`src/rtl/inv_mix_cols_seq.sv`:
```
// Sequential AES InvMixColumns: one column per cycle through a shared datapath, valid/ready on both sides.
// Optional round bypass is compiled in with `define IMC_BYPASS_EN.
module inv_mix_cols_seq #(
  parameter logic [3:0] BYPASS_ROUND = 4'd10
) (
  input  logic         clk,
  input  logic         rst_n,
  input  logic         in_valid,
  output logic         in_ready,
  input  logic [127:0] state_in,
  input  logic [3:0]   round_cnt,
  output logic         out_valid,
  input  logic         out_ready,
  output logic [127:0] state_out,
  output logic         busy
);

  // state | meaning
  // IDLE  | waiting for in_valid, in_ready high
  // BUSY  | computing column col_idx, one per cycle
  // DONE  | result held on state_out until out_ready
  typedef enum logic [1:0] {IDLE, BUSY, DONE} state_t;

  state_t         state, state_nxt;
  logic [1:0]     col_idx;
  logic [127:0]   src_q;
  logic [127:0]   res_q;
  logic [31:0]    col_in;
  logic [31:0]    col_out;
  logic           accept;
  logic           bypass_hit;

  function automatic logic [7:0] xt(input logic [7:0] b);
    return {b[6:0], 1'b0} ^ (b[7] ? 8'h1b : 8'h00);
  endfunction

  function automatic logic [7:0] m09(input logic [7:0] b);
    return xt(xt(xt(b))) ^ b;
  endfunction

  function automatic logic [7:0] m0b(input logic [7:0] b);
    return xt(xt(xt(b))) ^ xt(b) ^ b;
  endfunction

  function automatic logic [7:0] m0d(input logic [7:0] b);
    return xt(xt(xt(b))) ^ xt(xt(b)) ^ b;
  endfunction

  function automatic logic [7:0] m0e(input logic [7:0] b);
    return xt(xt(xt(b))) ^ xt(xt(b)) ^ xt(b);
  endfunction

  assign accept = in_valid && in_ready;

`ifdef IMC_BYPASS_EN
  // Decided from the live round_cnt on the accept edge, which is the sampled value.
  assign bypass_hit = (round_cnt == BYPASS_ROUND);
`else
  assign bypass_hit = 1'b0;
  logic unused_cfg;
  assign unused_cfg = ^{round_cnt, BYPASS_ROUND};
`endif

  always_comb begin
    col_in = src_q[31:0];
    case (col_idx)
      2'd0: col_in = src_q[31:0];
      2'd1: col_in = src_q[63:32];
      2'd2: col_in = src_q[95:64];
      2'd3: col_in = src_q[127:96];
      default: col_in = src_q[31:0];
    endcase
  end

  // Row 0 is the MSB byte of the column.
  always_comb begin
    col_out[31:24] = m0e(col_in[31:24]) ^ m0b(col_in[23:16]) ^ m0d(col_in[15:8])   ^ m09(col_in[7:0]);
    col_out[23:16] = m0e(col_in[23:16]) ^ m0b(col_in[15:8])  ^ m0d(col_in[7:0])    ^ m09(col_in[31:24]);
    col_out[15:8]  = m0e(col_in[15:8])  ^ m0b(col_in[7:0])   ^ m0d(col_in[31:24])  ^ m09(col_in[23:16]);
    col_out[7:0]   = m0e(col_in[7:0])   ^ m0b(col_in[31:24]) ^ m0d(col_in[23:16])  ^ m09(col_in[15:8]);
  end

  always_ff @(posedge clk or negedge rst_n) begin
    if (!rst_n) begin
      state   <= IDLE;
      col_idx <= 2'd0;
      src_q   <= 128'h0;
      res_q   <= 128'h0;
    end else begin
      state <= state_nxt;
      if (accept) begin
        src_q   <= state_in;
        col_idx <= 2'd0;
        if (bypass_hit) res_q <= state_in;
      end else if (state == BUSY) begin
        col_idx <= col_idx + 2'd1;
        case (col_idx)
          2'd0: res_q[31:0]   <= col_out;
          2'd1: res_q[63:32]  <= col_out;
          2'd2: res_q[95:64]  <= col_out;
          2'd3: res_q[127:96] <= col_out;
          default: res_q <= res_q;
        endcase
      end
    end
  end

  always_comb begin
    state_nxt = state;
    case (state)
      IDLE: if (accept) state_nxt = bypass_hit ? DONE : BUSY;
      BUSY: if (col_idx == 2'd3) state_nxt = DONE;
      DONE: if (out_ready) state_nxt = IDLE;
      default: state_nxt = IDLE;
    endcase
  end

  assign in_ready  = (state == IDLE);
  assign out_valid = (state == DONE);
  assign busy      = (state == BUSY);
  assign state_out = res_q;

endmodule
```
`config.mk`:
```
export PLATFORM = sky130hd
export DESIGN_NAME = inv_mix_cols_seq
export DESIGN_NICKNAME = d
export VERILOG_FILES = /design/src/rtl/inv_mix_cols_seq.sv
export SDC_FILE = /design/constraint.sdc
export NUM_CORES = 1
export LEC_CHECK = 0
export CELL_PAD_IN_SITES_DETAIL_PLACEMENT = 0
export CELL_PAD_IN_SITES_GLOBAL_PLACEMENT = 1
export CORE_UTILIZATION = 39
export CTS_CLUSTER_SIZE = 40
export DETAILED_ROUTE_END_ITERATION = 6
export PLACE_DENSITY = 0.84
export SLEW_MARGIN = 20
export SYNTH_ARGS = -nofsm -noshare
export SYNTH_HDL_FRONTEND = slang
export SYNTH_SLANG_ARGS = --single-unit
export TNS_END_PERCENT = 1
```
`constraint.sdc`:
```
create_clock -name clk -period 4.6 [get_ports clk]
set_clock_uncertainty 0.2 [all_clocks]
set_input_delay 0.69 -clock clk [delete_from_list [all_inputs] [get_ports clk]]
set_output_delay 0.69 -clock clk [all_outputs]
set_load 0.01 [all_outputs]
```
* Word-level counts from Yosys, hierarchy flattened
Cells that the tools add are included.
** Word-level totals
- Register bits after elaboration :: 260
- Input bits :: 136
- Output and inout bits :: 131
- Word-level logic and storage cells :: 93
** Cells by class
- Add/subtract/negate cells :: 1
- Equality and inequality tests :: 8
- Mux-type cells :: 19
- Bitwise logic cells :: 49
- Reduce and logical (&&, ||, !) cells :: 9
** Operators with widths (count)
- $xor A8 B8 Y8 :: 40
- $pmux W32 S4 :: 1
- $xor A8 B5 Y8 :: 8
- $mux W5 :: 12
- $reduce_and A3 Y1 :: 5
- $mux W2 :: 5
- $eq A2 B2 Y1 const B :: 3
- $ne A2 B1 Y1 const B :: 3
- $pmux W2 S3 :: 1
- $eq A2 B1 Y1 const B :: 2
- $logic_not A2 Y1 :: 2
- $add A2 B1 Y2 const B :: 1
- $reduce_bool A2 Y1 :: 1
- $logic_and A1 B1 Y1 :: 1
- $not A1 Y1 :: 1

* Longest topological paths before layout
- Depth after elaboration :: 13
- Gate-level depth with buffers :: 14
- Mapped depth without buffers :: 10

* Worst setup path before layout
Ideal clock, no wire load.
- Kind :: register to register
- Start point :: register col_idx[0]
- End point :: register res_q[100] (netlist: state_out[100])
- Arrival :: 3161 ps
- Path slack :: 1107 ps
- Cell stages (with the launch flop) :: 13
- Buffers on the path :: 2
- Path through :: dfrtp_1 -> inv_1 -> ha_1 -> buf_4 -> a222oi_1 -> clkbuf_1 -> xor2_1 -> a21oi_1 -> xnor3_1 -> xor3_1 -> xnor3_1 -> xnor2_1 -> o21ai_0
** Between the ends
- Cells in the longest elaborated chain, start to end :: 11
- Elaborated cells between the ends (all ways) :: 39
- Those cells by class :: 3 x eq/ne; 12 x mux; 22 x bitwise; 2 x reduce/logical
** RTL lines
- from (decl) :: RTL line 25 : logic [1:0] col_idx;
- from (signal assigned) :: RTL line 96 : col_idx <= col_idx + 2'd1;
- $eq A2 B2 Y1, or another cell as far along :: RTL line 66, 97
- $pmux W32 S4 :: RTL line 66 : case (col_idx)
- $xor A8 B5 Y8 :: RTL line 34 : return {b[6:0], 1'b0} ^ (b[7] ? 8'h1b : 8'h00);
- $mux W5 or $xor A8 B8 Y8 (tied branches) :: RTL line 34
- $xor A8 B8 Y8 or $mux W5 (tied branches) :: RTL line 34
- $xor A8 B8 Y8 or $xor A8 B5 Y8 (tied branches) :: RTL line 34
- $xor A8 B8 Y8, on equally long branches (2 in series) :: RTL line 50, 42
- $xor A8 B8 Y8 (3 in series) :: RTL line 80 : col_out[7:0] = m0e(col_in[7:0]) ^ m0b(col_in[31:24]) ^ m0d(col_in[23:16]) ^ m09(col_in[15:8]);
- to (signal assigned) :: RTL line 94 : if (bypass_hit) res_q <= state_in;
- to (signal assigned) :: RTL line 101 : 2'd3: res_q[127:96] <= col_out;
- to (signal assigned) :: RTL line 102 : default: res_q <= res_q;
- to (decl) :: RTL line 27 : logic [127:0] res_q;
Parallel ways exist; a longest one is shown, timed or not.
A chain may end at the register's enable or synchronous reset.

* Final worst setup path
- Start point :: register col_idx[1]
- End point :: register res_q[12] (netlist: state_out[12])
** Between the ends
- Cells in the longest elaborated chain, start to end :: 11
- Elaborated cells between the ends (all ways) :: 39
- Those cells by class :: 3 x eq/ne; 12 x mux; 22 x bitwise; 2 x reduce/logical
** RTL lines
- $eq A2 B2 Y1, or another cell as far along :: RTL line 66
- $pmux W32 S4 :: RTL line 66
- $xor A8 B5 Y8 :: RTL line 34
- $mux W5 or $xor A8 B8 Y8 (tied branches) :: RTL line 34
- $xor A8 B8 Y8 or $mux W5 (tied branches) :: RTL line 34
- $xor A8 B5 Y8 or $xor A8 B8 Y8 (tied branches) :: RTL line 34
- $xor A8 B8 Y8, on equally long branches (2 in series) :: RTL line 50, 42
- $xor A8 B8 Y8 (3 in series) :: RTL line 79 : col_out[15:8] = m0e(col_in[15:8]) ^ m0b(col_in[7:0]) ^ m0d(col_in[31:24]) ^ m09(col_in[23:16]);
- to (signal assigned) :: RTL line 94
- to (signal assigned) :: RTL line 98 : 2'd0: res_q[31:0] <= col_out;
- to (signal assigned) :: RTL line 102
Parallel ways exist; a longest one is shown, timed or not.

==> results.yml <==
run_status:
  status: "complete, but fails checks"
  failed_checks: "hold timing"
global_route:
  grt_pass1_wl_um: 61420
  grt_max_degree: 114
  grt_pass1_vias: 10661
  grt_usage_pct: 22.31
  globalRouteOverflowTotal: 0
  antenna_found_initial: 0
timing:
  report.final.slew_viol_count: 0
  hold_ws_ns: -0.01975
  fmax_ghz: 0.2299
  worst_slew_pin_slew_ns: 1.010
  tns_ns: 0
  rsz0062_at_grt: "no"
  setup_violations: 0
  period_share_pct: 94.56
  relSlewSlack_pct: 32.17
  hold_violations: 5
  fin_crit_ns: 4.350
logic_synthesis:
  yosysSeqAreaShare_pct: 48.64
  synthCells: 1505
  avgSynthCellArea_um2: 8.888
  synth_area_um2: 13380
  async_flop_share_pct: 100.0
  synth_edf_count: 0
  ys_ff_latch: 260
  yosysUniqueCellTypes: 28
  synth_nets: 1646
  yosysWarnings: 0
  synth_flop_cell: "dfrtp_1"
clock_network:
  cts_setup_buffers: 0
  ctsResizeCount: 0
  htree_levels: 1
  clkSinkCount: 260
  cts_buffers: 26
  cts_tree: "yes"
  clock_path_buffers: 3
  path_clk_slew_ns: 0.06
  ctsHoldBuffers: 0
  cts_root_buffer: "clkbuf_16"
  insertion_delay_ns: 0.56
setup_path:
  critPathCaptureType: "register"
  critPathLaunchType: "register"
  cp_top_family: "XOR/XNOR gates"
  critPathSlowestCell: "xnor2_1"
  slowest_delay_ns: 0.83
  cp.arrival_ns: 4.55
  crit_type: "reg -> reg"
  cp_cell_sequence: "inv_1 -> ha_1 -> buf_12 -> a222oi_1 -> buf_4 -> xnor2_1 -> o21ai_1 -> xnor2_1 -> xor2_2 -> xnor2_1 -> xor2_1 -> o21ai_0"
  crit_required_ns: 4.80
  path_max_fanout: 21
  crit_buf_inv: 3
  cp_common_cell: "xnor2_1"
flow_run:
  max-cap-violations: 0
finish:
  seq_area_um2: 6506
  area_growth_pct: 31.49
  utilization_pct: 52.32
  n_antenna_cell: 0
  fillers: 3141
  final_cell_area_um2: 17590
  drive_above_1_share_pct: 6.735
  layout.nets: 1888
  multi_input_area_um2: 6439
route:
  first_pass_iters: 7
  num_vias: 10809
  drt-initial-drc-count: 766
  drc_errors: 0
  drt_wl_total_um: 38940
  wl_per_cell_um: 17.58
  post_drt_via_cell_ratio: 4.880
  drtAntennaViolNets: 0
place:
  postPlaceCellArea_um2: 16660
  hpwl_um: 29100
  globalplace.congestion: 0.9354
  numPortBuffers: 262
floorplanning:
  die-area_um2: 35040
  rows: 67
  num_io_pins: 267
  start_util_pct: 39.79
  die_x_um: 187.2
  dieHeight_um: 187.2
  design.core.area_um2: 33620
worst_hold_path:
  min_path_type: "in -> async"
## flip-flops by register name, indices dropped and copies added, names as in the netlist
register	flops
state_out	128
state	2
src_q	128
col_idx	2
## final timing paths
path | startpoint | to | cells after the start | slack (ns)
setup / recovery | col_idx[1]$_DFFE_PN0P_ | state_out[12]$_DFFE_PN0P_ | 12 | 0.25
hold / removal | rst_n | state_out[118]$_DFFE_PN0P_ | 1 | -0.02
setup reg to reg | col_idx[1]$_DFFE_PN0P_ | state_out[12]$_DFFE_PN0P_ | 12 | 0.25
hold reg to reg | src_q[41]$_DFFE_PN0P_ | src_q[41]$_DFFE_PN0P_ | 2 | 0.28
max in group asynchronous | rst_n | state_out[18]$_DFFE_PN0P_ | 2 | 3.15
min in group clk | src_q[41]$_DFFE_PN0P_ | src_q[41]$_DFFE_PN0P_ | 2 | 0.28
## kinds of logic after synthesis
| group | share of synthesized area [%] |
|---|---|
| compound gates | 9.943 |
| xor+xnor | 19.75 |
| fa+ha+maj | 0.4677 |
| buf+inv | 3.545 |
| flops | 48.64 |
| mux | 1.122 |
| simple gates | 16.54 |
## per-stage QoR
step           setup slack [ns]  cells  hold WS (ns)
3_5_place_dp             0.3465   2167        0.2625
3_3_place_gp             0.4526   2167        0.2574
4_1_cts                  0.3084   2215       0.02192
5_1_grt                 0.03531   2215       0.05435
2_1_floorplan             1.107   1505        0.1944
6_report                 0.2503   2215      -0.01975
## worst register-to-register path, delay by kind of cell (launching register included)
family / cells / cell delay, ns
adders and majority gates: 1 / 0.38
AOI/OAI and AO/OA: 3 / 0.72
xor gates and xnor gates: 5 / 1.93
DFF: 1 / 0.37
buffers and inverters: 3 / 0.59
## final cells by class
class	instances	share of cell area, %
sequential	260	36.99
multi-input combinational	1131	36.61
timing repair buffer	321	17.88
clock buffer	34	4.325
tap	448	3.187
clock inverter	14	0.8607
inverter	7	0.1494
## cell usage in the layout (no fill, tap or decap), types with 15 or more instances in the layout
| cell | netlist | final |
|---|---|---|
| a21oi_1 | 31 | 31 |
| a222oi_1 | 31 | 31 |
| buf_4 | 2 | 53 |
| clkbuf_16 | 0 | 26 |
| clkdlybuf4s50_1 | 0 | 261 |
| dfrtp_1 | 260 | 260 |
| mux2i_1 | 15 | 15 |
| nand2_1 | 549 | 544 |
| nor2_1 | 34 | 34 |
| o21ai_0 | 156 | 156 |
| xnor2_1 | 193 | 193 |
| xor2_1 | 97 | 97 |
## layer usage
metal / wire (um) / track usage (%)
met2: 17960 / 35.83
met3: 2270 / 3.171
met1: 18030 / 32.02
met4: 672 / 4.666
met5: 0 / 0
## cell usage after synthesis (all sizes together), types with 2 or more instances
master / count / area [um2]
ha: 5 / 62.56
o21ai: 163 / 815.8
nand2b: 2 / 12.51
xnor2: 194 / 1707
mux2i: 15 / 150.1
dfrtp: 260 / 6506
nor2: 34 / 127.6
clkbuf: 89 / 334.1
xor2: 98 / 865.8
xnor3: 2 / 45.04
inv: 6 / 22.52
a22oi: 2 / 15.01
buf: 18 / 113.9
nand2: 549 / 2061
a222oi: 31 / 310.3
a21oi: 31 / 155.2
Power is left out: the tool's default activity adds up to more than one toggle a clock period on the data nets, which glitch-free logic cannot reach.
